File: src/rtl/multi_push_fifo_pkg.sv
// Shared helpers for the multi-push FIFO and its lane-alignment crossbar.
package multi_push_fifo_pkg;

    // Width of an index into v items, never narrower than one bit.
    function automatic int unsigned clog2_min1(input int unsigned v);
        return (v > 2) ? $clog2(v) : 1;
    endfunction

endpackage

File: src/rtl/rotating_xbar.sv
// Rotating crossbar: output i takes input (i + select) mod NUM_DATA.
module rotating_xbar
    import multi_push_fifo_pkg::*;
#(
    parameter int unsigned NUM_DATA   = 4,
    parameter int unsigned DATA_WIDTH = 8
) (
    input  logic [NUM_DATA-1:0][DATA_WIDTH-1:0]    data_i,
    input  logic [clog2_min1(NUM_DATA)-1:0]        select_i,
    output logic [NUM_DATA-1:0][DATA_WIDTH-1:0]    data_o
);

    localparam int unsigned SEL_W = clog2_min1(NUM_DATA);

    // NUM_DATA is a power of two, so the SEL_W-bit add wraps modulo NUM_DATA.
    always_comb begin
        data_o = '0;
        for (int i = 0; i < NUM_DATA; i++) begin
            data_o[i] = data_i[SEL_W'(i) + select_i];
        end
    end

endmodule

File: src/rtl/multi_push_fifo.sv
// Circular FIFO taking 0..NUM_LANES entries per cycle and returning one per cycle,
// stored as NUM_LANES banks with lanes rotated onto banks by the write pointer.
module multi_push_fifo
    import multi_push_fifo_pkg::*;
#(
    parameter int unsigned NUM_LANES  = 4,
    parameter int unsigned DATA_WIDTH = 8,
    parameter int unsigned DEPTH      = 16
) (
    input  logic                                    clk_i,
    input  logic                                    arst_ni,
    input  logic [NUM_LANES-1:0][DATA_WIDTH-1:0]    data_in_i,
    input  logic [$clog2(NUM_LANES+1)-1:0]          push_count_i,
    output logic                                    push_ready_o,
    output logic [DATA_WIDTH-1:0]                   data_out_o,
    output logic                                    data_out_valid_o,
    input  logic                                    data_out_ready_i,
    output logic [$clog2(DEPTH):0]                  count_o
);

    localparam int unsigned ROWS   = DEPTH / NUM_LANES;
    localparam int unsigned PTR_W  = $clog2(DEPTH) + 1;
    localparam int unsigned IDX_W  = PTR_W - 1;
    localparam int unsigned LANE_W = clog2_min1(NUM_LANES);
    localparam int unsigned ROW_W  = clog2_min1(ROWS);
    localparam int unsigned CNT_W  = $clog2(NUM_LANES + 1);

    logic [PTR_W-1:0] wr_ptr_q, wr_ptr_d;
    logic [PTR_W-1:0] rd_ptr_q, rd_ptr_d;
    logic [PTR_W-1:0] count;
    logic [PTR_W-1:0] free_cnt;
    logic             push_fire;
    logic             pop_fire;

    logic [LANE_W-1:0]                        start_sel;
    logic [NUM_LANES-1:0][DATA_WIDTH-1:0]     bank_wdata;
    logic [NUM_LANES-1:0][DATA_WIDTH-1:0]     bank_rdata;
    logic [LANE_W-1:0]                        wr_lane;
    logic [ROW_W-1:0]                         wr_row;

    always_comb begin
        count            = wr_ptr_q - rd_ptr_q;
        free_cnt         = PTR_W'(DEPTH) - count;
        // Ready uses pre-pop free space; a same-cycle pop gives no credit.
        push_ready_o     = free_cnt >= PTR_W'(push_count_i);
        data_out_valid_o = count != '0;
        push_fire        = push_ready_o && (push_count_i != '0);
        pop_fire         = data_out_valid_o && data_out_ready_i;
        wr_ptr_d         = push_fire ? wr_ptr_q + PTR_W'(push_count_i) : wr_ptr_q;
        rd_ptr_d         = pop_fire ? rd_ptr_q + PTR_W'(1) : rd_ptr_q;
        count_o          = count;
    end

    always_ff @(posedge clk_i or negedge arst_ni) begin
        if (!arst_ni) begin
            wr_ptr_q <= '0;
            rd_ptr_q <= '0;
        end else begin
            wr_ptr_q <= wr_ptr_d;
            rd_ptr_q <= rd_ptr_d;
        end
    end

    assign wr_lane   = wr_ptr_q[LANE_W-1:0];
    assign wr_row    = wr_ptr_q[IDX_W-1:LANE_W];
    // (NUM_LANES - wr_lane) mod NUM_LANES; the modulo is the natural LANE_W wrap.
    assign start_sel = LANE_W'(0) - wr_lane;

    rotating_xbar #(
        .NUM_DATA   (NUM_LANES),
        .DATA_WIDTH (DATA_WIDTH)
    ) u_xbar (
        .data_i   (data_in_i),
        .select_i (start_sel),
        .data_o   (bank_wdata)
    );

    for (genvar b = 0; b < NUM_LANES; b++) begin : g_bank
        logic [DATA_WIDTH-1:0] mem_q [ROWS];
        logic [LANE_W-1:0]     lane_off;
        logic [ROW_W-1:0]      row;
        logic                  we;

        assign lane_off = LANE_W'(b) - wr_lane;
        // Banks below the write lane belong to the next row of this burst.
        assign row      = wr_row + ROW_W'(LANE_W'(b) < wr_lane);
        assign we       = push_fire && (CNT_W'(lane_off) < push_count_i);

        always_ff @(posedge clk_i) begin
            if (we) begin
                mem_q[row] <= bank_wdata[b];
            end
        end

        assign bank_rdata[b] = mem_q[rd_ptr_q[IDX_W-1:LANE_W]];
    end

    assign data_out_o = bank_rdata[rd_ptr_q[LANE_W-1:0]];

    push_count_legal: assert property (@(posedge clk_i) disable iff (!arst_ni)
        push_count_i <= CNT_W'(NUM_LANES));

endmodule

File: config.mk
export PLATFORM = sky130hd
export DESIGN_NAME = multi_push_fifo
export DESIGN_NICKNAME = d
export VERILOG_FILES = /design/src/rtl/multi_push_fifo_pkg.sv /design/src/rtl/rotating_xbar.sv /design/src/rtl/multi_push_fifo.sv
export SDC_FILE = /design/constraint.sdc
export NUM_CORES = 1
export LEC_CHECK = 0
export ABC_AREA = 1
export BUFFER_PORTS_ARGS = -buffer_cell sky130_fd_sc_hd__buf_2
export CAP_MARGIN = 10
export CORE_ASPECT_RATIO = 0.7
export CORE_UTILIZATION = 39
export DETAILED_ROUTE_END_ITERATION = 10
export SLEW_MARGIN = 20
export SYNTH_ARGS = -nofsm -noshare
export SYNTH_HDL_FRONTEND = slang
export SYNTH_SLANG_ARGS = --single-unit
File: constraint.sdc
create_clock -name clk_i -period 3.15 [get_ports clk_i]
set_input_delay 0.1575 -clock clk_i [delete_from_list [all_inputs] [get_ports clk_i]]
set_output_delay 0.1575 -clock clk_i [all_outputs]
set_load 0.005 [all_outputs]
==> impl_metrics.yaml, run 1 <==
placed_design:
  gp_congestion: 0.878
  dp_hpwl_um: 14100
  portBuffers: 52
sta:
  worstMarginPinSlew_ns: 0.849
  fin_crit_ns: 2.99
  period_share: 0.949
  hold_viol_final: 0
  max_freq_mhz: 335
  skew_ns: 0.00953
  slew_viol_final: 0
  slew_headroom: 0.428
  finalSetupViolCount: 0
  hold_slack_ns: 0.0639
  rsz0062_at_grt: "false"
yosys:
  yosysSeqAreaShare: 0.580
  yosysTopAreaCellShare: 0.545
  synth_seq_cells: 138
  async_reset_ff_frac: 0.0725
  synth_edf_count: 128
  synth_area_um2: 7050
  yosysWarnings: 0
  synthTopCellsByCount: "edfxtp_1 (128), nand2_1 (105), o21ai_0 (104), nor2_1 (85), inv_1 (65)"
  synth_cell_types: 32
  yosysMostFrequentCell: "edfxtp_1"
  syn_area_per_cell_um2: 10.0
  syn_nets: 767
  yosys.area.top_type: "edfxtp_1"
  synth_area_leaders: "edfxtp_1 (54%), o21ai_0 (7.4%), nand2_1 (5.6%)"
  postSynthCellCount: 704
  synth_flop_cell: "edfxtp_1"
floorplan:
  ioPinCount: 53
  fp.dieW_um: 163
  num_rows: 40
  initial_utilization: 0.405
  die_h_um: 115
  die_area_um2: 18600
  coreArea_um2: 17400
detailed_routing:
  drt-pass1-iter-count: 5
  vias: 5345
  drt-vias-per-instance: 5.34
  drtIter0Drc: 514
  routedWlPerCell_um: 18.8
  drcViolationCount: 0
  ant_nets: 0
  wl_um: 18800
setup_path:
  crit_path_end_kind: "output port"
  critPathKind: "flip-flop to output port"
  max_stage_delay_ns: 0.44
  cpLargestDelayFamily: "adder cells"
  startpoint_type: "flip-flop"
  cp.arrival_ns: 2.83
  cp.required_ns: 2.99
  cp_max_fo: 7
  worst-path-buf-inv: 4
  crit_slowest_cell: "fa_1"
  crit_chain: "inv_2 > ha_2 > fa_1 > ha_1 > xor2_1 > inv_1 > ha_1 > a21oi_2 > nand3_4 > buf_4 > buf_2"
  cp_common_cell: "ha_1"
global_routing:
  use_met1: 0.321
  use_met3: 0.0543
  grt_start_max_net_pins: 69
  track_usage: 0.213
  grtUsageMet2: 0.298
  grt_remaining_overflow: 0
  grt_pass1_wl_um: 28800
  antenna_found_initial: 0
  grt_pass1_vias: 4958
  grt_busiest_layer: "met1"
cts:
  cts_tree: "yes"
  clk_pin_slew_ns: 0.06
  clk_path_buf_depth: 2
  numCtsBuffers: 17
  clockRootBuffer: "clkbuf_16"
  cts_max_level: 4
  clk_latency_ns: 0.42
  cts_sinks: 138
finish:
  nets: 820
  fillCellCount: 1609
  diodes: 0
  drive_gt1_frac: 0.182
  multi_input_area_um2: 2560
  area_growth_syn_to_layout_pct: 16.6
  seq_area_um2: 4100
worst_hold_path:
  hold_class: "primary input to flip-flop"
outcome:
  status: "complete, no violations"
job:
  drv_cap: 0
==> final timing paths <==
kind	startpoint	endpoint	slack, ns	cells past startpoint
setup reg to reg	wr_ptr_q[0]	g_bank[1].mem_q[0][0]	0.17	12
hold reg to reg	rd_ptr_q[4]	rd_ptr_q[4]	0.50	1
hold / removal	data_out_ready_i	rd_ptr_q[2]	0.06	3
min in group asynchronous	arst_ni	wr_ptr_q[4]	0.13	2
max in group asynchronous	arst_ni	wr_ptr_q[0]	2.80	2
setup / recovery	wr_ptr_q[0]	push_ready_o	0.16	11
==> sequential cells by signal, indices dropped and copies added, names as in the netlist <==
signal        cells
rd_ptr_q          5
g_bank.mem_q    128
wr_ptr_q          5
==> kinds of logic after synthesis <==
family	Yosys count	synth area share
compound gates	179	0.143
xor+xnor	14	0.0174
fa+ha+maj	25	0.0465
buf+inv	109	0.0640
flops	138	0.580
simple gates	239	0.149
==> final cells by class <==
| cell class | instances | share of cell area |
|---|---|---|
| clock buffer | 17 | 0.0518 |
| clock inverter | 15 | 0.0181 |
| inverter | 69 | 0.0315 |
| multi-input combinational | 457 | 0.311 |
| sequential | 138 | 0.498 |
| tap | 231 | 0.0352 |
| timing repair buffer | 74 | 0.0540 |
==> worst reg2reg max path, delay by kind of cell, from the launching register on <==
family	cells	cell delay, ns
simple gates	5	0.83
fa+ha+maj	4	1.12
compound gates	1	0.05
buf+inv	2	0.24
flops	1	0.41
==> per-stage QoR <==
stage | worst slack, ns | util | setup TNS (ns) | cell area [um2] | cells
global placement | 0.156 | 0.434 | 0 | 7550 | 965
finish | 0.161 | 0.472 | 0 | 8220 | 1001
detailed placement | 0.0818 | 0.434 | 0 | 7550 | 965
floorplan | -0.0663 | - | -8.48 | 7050 | 704
CTS | 0.0515 | 0.468 | 0 | 8150 | 999
global route | 0.00163 | 0.472 | 0 | 8220 | 1001
==> placed cells by master (no fill, tap or decap), drive strengths merged <==
cell type    count
nor2           101
xnor2            7
nand2          107
clkbuf          17
nor4             1
buf             73
dfrtp           10
xor2             7
nor3b            1
clkinv           3
inv             79
a21oi           14
o22ai            8
dlygate4sd3      1
nor3             1
edfxtp         128
fa               2
clkinvlp         2
nand3           26
o21ai          124
ha              23
o221ai          16
o21bai           1
nand4            1
o211ai          16
or2              1
==> timing repair <==
item                                    CTS  global route
pin swaps                                 1             1
endpoints found under the setup margin    1           129
endpoints found under the hold margin    10             0
gates resized for setup                   1            10
gates cloned                              0             0
buffers inserted                          1             2
hold buffers                              1             0
==> per-layer routing <==
metal / part of all wire / wire length (um) / vias to the layer above
met5: 0 / 0 / -
met4: 0.014 / 267 / 0
met3: 0.085 / 1610 / 20
met2: 0.42 / 7870 / 227
met1: 0.48 / 9080 / 2547
li1: - / - / 2551
Power of run 1 is left out: the tool's default activity adds up to more than one toggle a clock period on the data nets, which glitch-free logic cannot reach.
==> run 2: changes to the inputs <==
PLACE_DENSITY = 0.65   (was default)
==> impl_metrics.yaml, run 2 (synthesized netlist as in run 1, its figures left out) <==
cts:
  clockRootBuffer: "clkbuf_16"
  clk_path_buf_depth: 2
  cts_sinks: 138
  clk_pin_slew_ns: 0.06
  clk_latency_ns: 0.42
  numCtsBuffers: 17
  cts_tree: "yes"
  cts_max_level: 4
detailed_routing:
  ant_nets: 0
  drcViolationCount: 0
  vias: 5328
  drtIter0Drc: 644
  drt-vias-per-instance: 5.34
  wl_um: 19300
  drt-pass1-iter-count: 6
  routedWlPerCell_um: 19.3
placed_design:
  place_inst: 964
  portBuffers: 52
  gp_congestion: 0.870
  dp_hpwl_um: 14000
  dp_slack_ns: 0.0158
global_routing:
  grt_start_max_net_pins: 69
  grt_pass1_vias: 4834
  grtUsageMet2: 0.282
  use_met1: 0.340
  grt_busiest_layer: "met1"
  grt_pass1_wl_um: 29200
  track_usage: 0.219
  antenna_found_initial: 0
  grt_remaining_overflow: 0
  use_met3: 0.0714
finish:
  nets: 818
  fillCellCount: 1573
  drive_gt1_frac: 0.172
  mostFrequentLayoutCell: "edfxtp_1"
  diodes: 0
  seq_area_um2: 4100
  largestRegisters: "g_bank.mem_q x128, rd_ptr_q x5, wr_ptr_q x5"
  multi_input_area_um2: 2570
  top_register: "g_bank.mem_q"
  largest_register_ffs: 128
  final_cell_mix: "edfxtp_1 (128), nand2_1 (105), o21ai_0 (104)"
  area_growth_syn_to_layout_pct: 17.7
  final_cell_count_no_fill: 997
sta:
  period_share: 0.990
  max_freq_mhz: 321
  worstMarginPinSlew_ns: 0.811
  fin_ws_ns: 0.0328
  slew_viol_final: 0
  slew_headroom: 0.454
  finalSetupViolCount: 0
  fin_crit_ns: 3.12
  fin_setup_tns_ns: 0
  skew_ns: 0.0116
  hold_viol_final: 0
  rsz0062_at_grt: "true"
setup_path:
  max_stage_delay_ns: 0.47
  crit_chain: "inv_1 > ha_1 > fa_1 > ha_1 > xor2_1 > inv_1 > ha_1 > a21oi_2 > nand3_4 > buf_4 > nand3_4 > nor2_2"
  crit_slowest_cell: "fa_1"
  reg2reg_slack_ns: 0.03
  cp_max_fo: 8
  critPathKind: "flip-flop to flip-flop"
  cp.required_ns: 3.21
  crit_path_end_kind: "flip-flop"
  startpoint_type: "flip-flop"
  worst-path-buf-inv: 3
  cpLargestDelayFamily: "adder cells"
  cp.arrival_ns: 3.18
  cp_common_cell: "ha_1"
job:
  drv_cap: 0
worst_hold_path:
  hold_class: "primary input to flip-flop"
floorplan:
  fp.dieW_um: 163
  die_area_um2: 18600
  ioPinCount: 53
  die_h_um: 115
  num_rows: 40
  coreArea_um2: 17400
  initial_utilization: 0.405
outcome:
  status: "complete, no violations"
==> run 2: cell types whose count changed in the layout (fill, tap and decap cells not counted), sizes merged <==
cell	delta
clkbuf	+1
buf	-2
bufinv	+7
inv	-10
==> run 2: area by class of cell <==
class,instances,share of cell area
clock buffer,18,0.0517
clock inverter,12,0.0299
inverter,69,0.0312
multi-input combinational,457,0.309
sequential,138,0.493
tap,231,0.0348
timing repair buffer,72,0.0498
==> run 2: worst min-delay path: cells and delay by family <==
kind / cells / cell delay [ns]
and+or+nand+nor: 1 / 0.11
buffers and inverters: 1 / 0.10
xor gates and xnor gates: 1 / 0.07
==> run 2: layer usage <==
metal / wire (um) / part of all wire / up-vias
met4: 195 / 0.010 / 2
met3: 2110 / 0.11 / 28
met1: 9440 / 0.49 / 2511
met5: 82 / 0.0043 / -
met2: 7450 / 0.39 / 244
li1: - / - / 2543
==> run 2: repair_timing <==
action                                  4_1_cts  5_1_grt
endpoints found under the hold margin        10        0
hold buffers                                  1        0
pin swaps                                     1        0
endpoints found under the setup margin        9      129
buffers inserted                              2        0
resized for setup                             1        9
cloned                                        0        0
==> run 2: final timing paths <==
path	start	to	depth (start not counted)
min in group asynchronous	arst_ni	wr_ptr_q[4]	2
worst min register to register	rd_ptr_q[4]	rd_ptr_q[4]	1
worst max-delay path	wr_ptr_q[0]	g_bank[1].mem_q[0][3]	12
max in group asynchronous	arst_ni	wr_ptr_q[0]	2
worst min-delay path	data_out_ready_i	rd_ptr_q[2]	3
worst max register to register	wr_ptr_q[0]	g_bank[1].mem_q[0][3]	12
==> run 2: through the flow <==
step	util	area (um2)	hold WS, ns
after global placement	0.433	7550	0.0363
final	0.477	8300	0.0699
after CTS	0.474	8260	0.0632
after global routing	0.477	8300	0.0970
after detailed placement	0.433	7550	0.0375
after floorplan	-	7050	-0.138
Power of run 2 is left out for the same reason.
==> run 3: changes to the inputs <==
CORE_UTILIZATION = 40   (was 39)
PLACE_DENSITY = 0.66   (was 0.65)
==> impl_metrics.yaml, run 3 (synthesized netlist as in run 1, its figures left out) <==
finish:
  largestRegisters: "g_bank.mem_q x128, rd_ptr_q x5, wr_ptr_q x5"
  mostFrequentLayoutCell: "edfxtp_1"
  fillCellCount: 1567
  drive_gt1_frac: 0.174
  diodes: 0
  seq_area_um2: 4100
  final_util: 0.479
  top_register: "g_bank.mem_q"
  largest_register_ffs: 128
  stdcell_area_um2: 8250
  area_growth_syn_to_layout_pct: 17.0
  final_cell_mix: "edfxtp_1 (128), nand2_1 (105), o21ai_0 (104)"
  multi_input_area_um2: 2620
  nets: 819
global_routing:
  antenna_found_initial: 0
  track_usage: 0.209
  grt_pass1_wl_um: 27700
  grt_pass1_vias: 4765
  grt_start_max_net_pins: 69
  grt_remaining_overflow: 0
detailed_routing:
  drt-vias-per-instance: 5.25
  routedWlPerCell_um: 18.4
  drcViolationCount: 0
  drt-pass1-iter-count: 5
  vias: 5246
  drtIter0Drc: 636
  wl_um: 18400
  ant_nets: 0
setup_path:
  cpLargestDelayFamily: "adder cells"
  max_stage_delay_ns: 0.44
  cp-startpoint: "wr_ptr_q[0]"
  r2r_end: "g_bank[1].mem_q[1][0]"
  cp.required_ns: 2.99
  worstSetupEndpoint: "push_ready_o"
  worst-path-buf-inv: 4
  startpoint_type: "flip-flop"
  cp.arrival_ns: 2.89
  crit_cells: 11
  critPathKind: "flip-flop to output port"
  reg2reg_slack_ns: 0.17
  r2r_cells: 14
  crit_chain: "inv_1 > ha_4 > fa_1 > ha_1 > xor2_1 > inv_1 > ha_1 > a21oi_2 > nand3_4 > buf_4 > buf_2"
  crit_path_end_kind: "output port"
  cp_max_fo: 7
  reg2reg_from: "wr_ptr_q[0]"
  crit_slowest_cell: "fa_1"
placed_design:
  gp_congestion: 0.835
  dp_hpwl_um: 13000
  dpl_cell_area_um2: 7560
  portBuffers: 52
floorplan:
  num_rows: 40
  fp.dieW_um: 161
  coreArea_um2: 17200
  die_h_um: 113
  die_area_um2: 18200
  initial_utilization: 0.410
  ioPinCount: 53
outcome:
  status: "complete, no violations"
cts:
  cts_max_level: 4
  cts_tree: "yes"
  numCtsBuffers: 17
  clk_latency_ns: 0.42
  cts_sinks: 138
  clockRootBuffer: "clkbuf_16"
  clk_path_buf_depth: 2
  clk_pin_slew_ns: 0.06
sta:
  slew_viol_final: 0
  skew_ns: 0.00779
  worstMarginPinSlew_ns: 0.786
  hold_viol_final: 0
  rsz0062_at_grt: "false"
  fin_crit_ns: 3.05
  period_share: 0.969
  slew_headroom: 0.470
  max_freq_mhz: 328
  finalSetupViolCount: 0
job:
  drv_cap: 0
worst_hold_path:
  hold_class: "primary input to flip-flop"
-- run 3: repair_timing --
item	4_1_cts	5_1_grt
buffers inserted	1	0
endpoints found under the setup margin	1	129
hold buffers	1	0
resized for setup	2	20
hold endpoints to repair	10	0
pin swaps	1	1
-- run 3: cell type report --
type / count / share of cell area
multi-input combinational: 457 / 0.318
clock buffer: 19 / 0.0525
timing repair buffer: 73 / 0.0514
tap: 231 / 0.0350
sequential: 138 / 0.496
clock inverter: 13 / 0.0156
inverter: 69 / 0.0314
-- run 3: through the flow --
step / TNS (ns) / hold WS [ns] / setup WS (ns) / cells
floorplan: -8.48 / -0.138 / -0.0663 / 704
global placement: 0 / 0.0384 / 0.126 / 966
detailed placement: 0 / 0.0472 / 0.0278 / 966
CTS: -0.00268 / 0.0576 / -0.00268 / 1000
global route: 0 / 0.0855 / 0.0151 / 1000
finish: 0 / 0.0610 / 0.0987 / 1000
-- run 3: worst register-to-register path, stage by stage, from the launching register on --
cell	delay [ns]
dfrtp_2	0.35
inv_1	0.09
ha_4	0.19
fa_1	0.41
inv_1	0.12
a21oi_1	0.07
o21bai_1	0.17
xnor2_1	0.17
ha_1	0.27
nand2_1	0.09
a21oi_2	0.05
nand3_4	0.08
buf_6	0.16
nand3_4	0.15
nor2_4	0.29
-- run 3: worst min-delay path by stage --
stage	startpoint	endpoint	slack (ns)	cells past startpoint
finish	data_out_ready_i	rd_ptr_q[2]	0.06	3
global route	data_out_ready_i	rd_ptr_q[2]	0.09	3
CTS	data_out_ready_i	rd_ptr_q[2]	0.06	3
detailed placement	arst_ni	wr_ptr_q[1]	0.05	1
global placement	arst_ni	wr_ptr_q[4]	0.04	1
floorplan	arst_ni	rd_ptr_q[0]	-0.14	0
-- run 3: routing by layer --
layer	up-vias	global-route usage	wire (um)
met5	-	0	0
met4	0	0.0742	356
met3	27	0.0440	1600
met2	222	0.292	7570
met1	2454	0.318	8830
li1	2543	-	-
Power of run 3 is left out for the same reason.
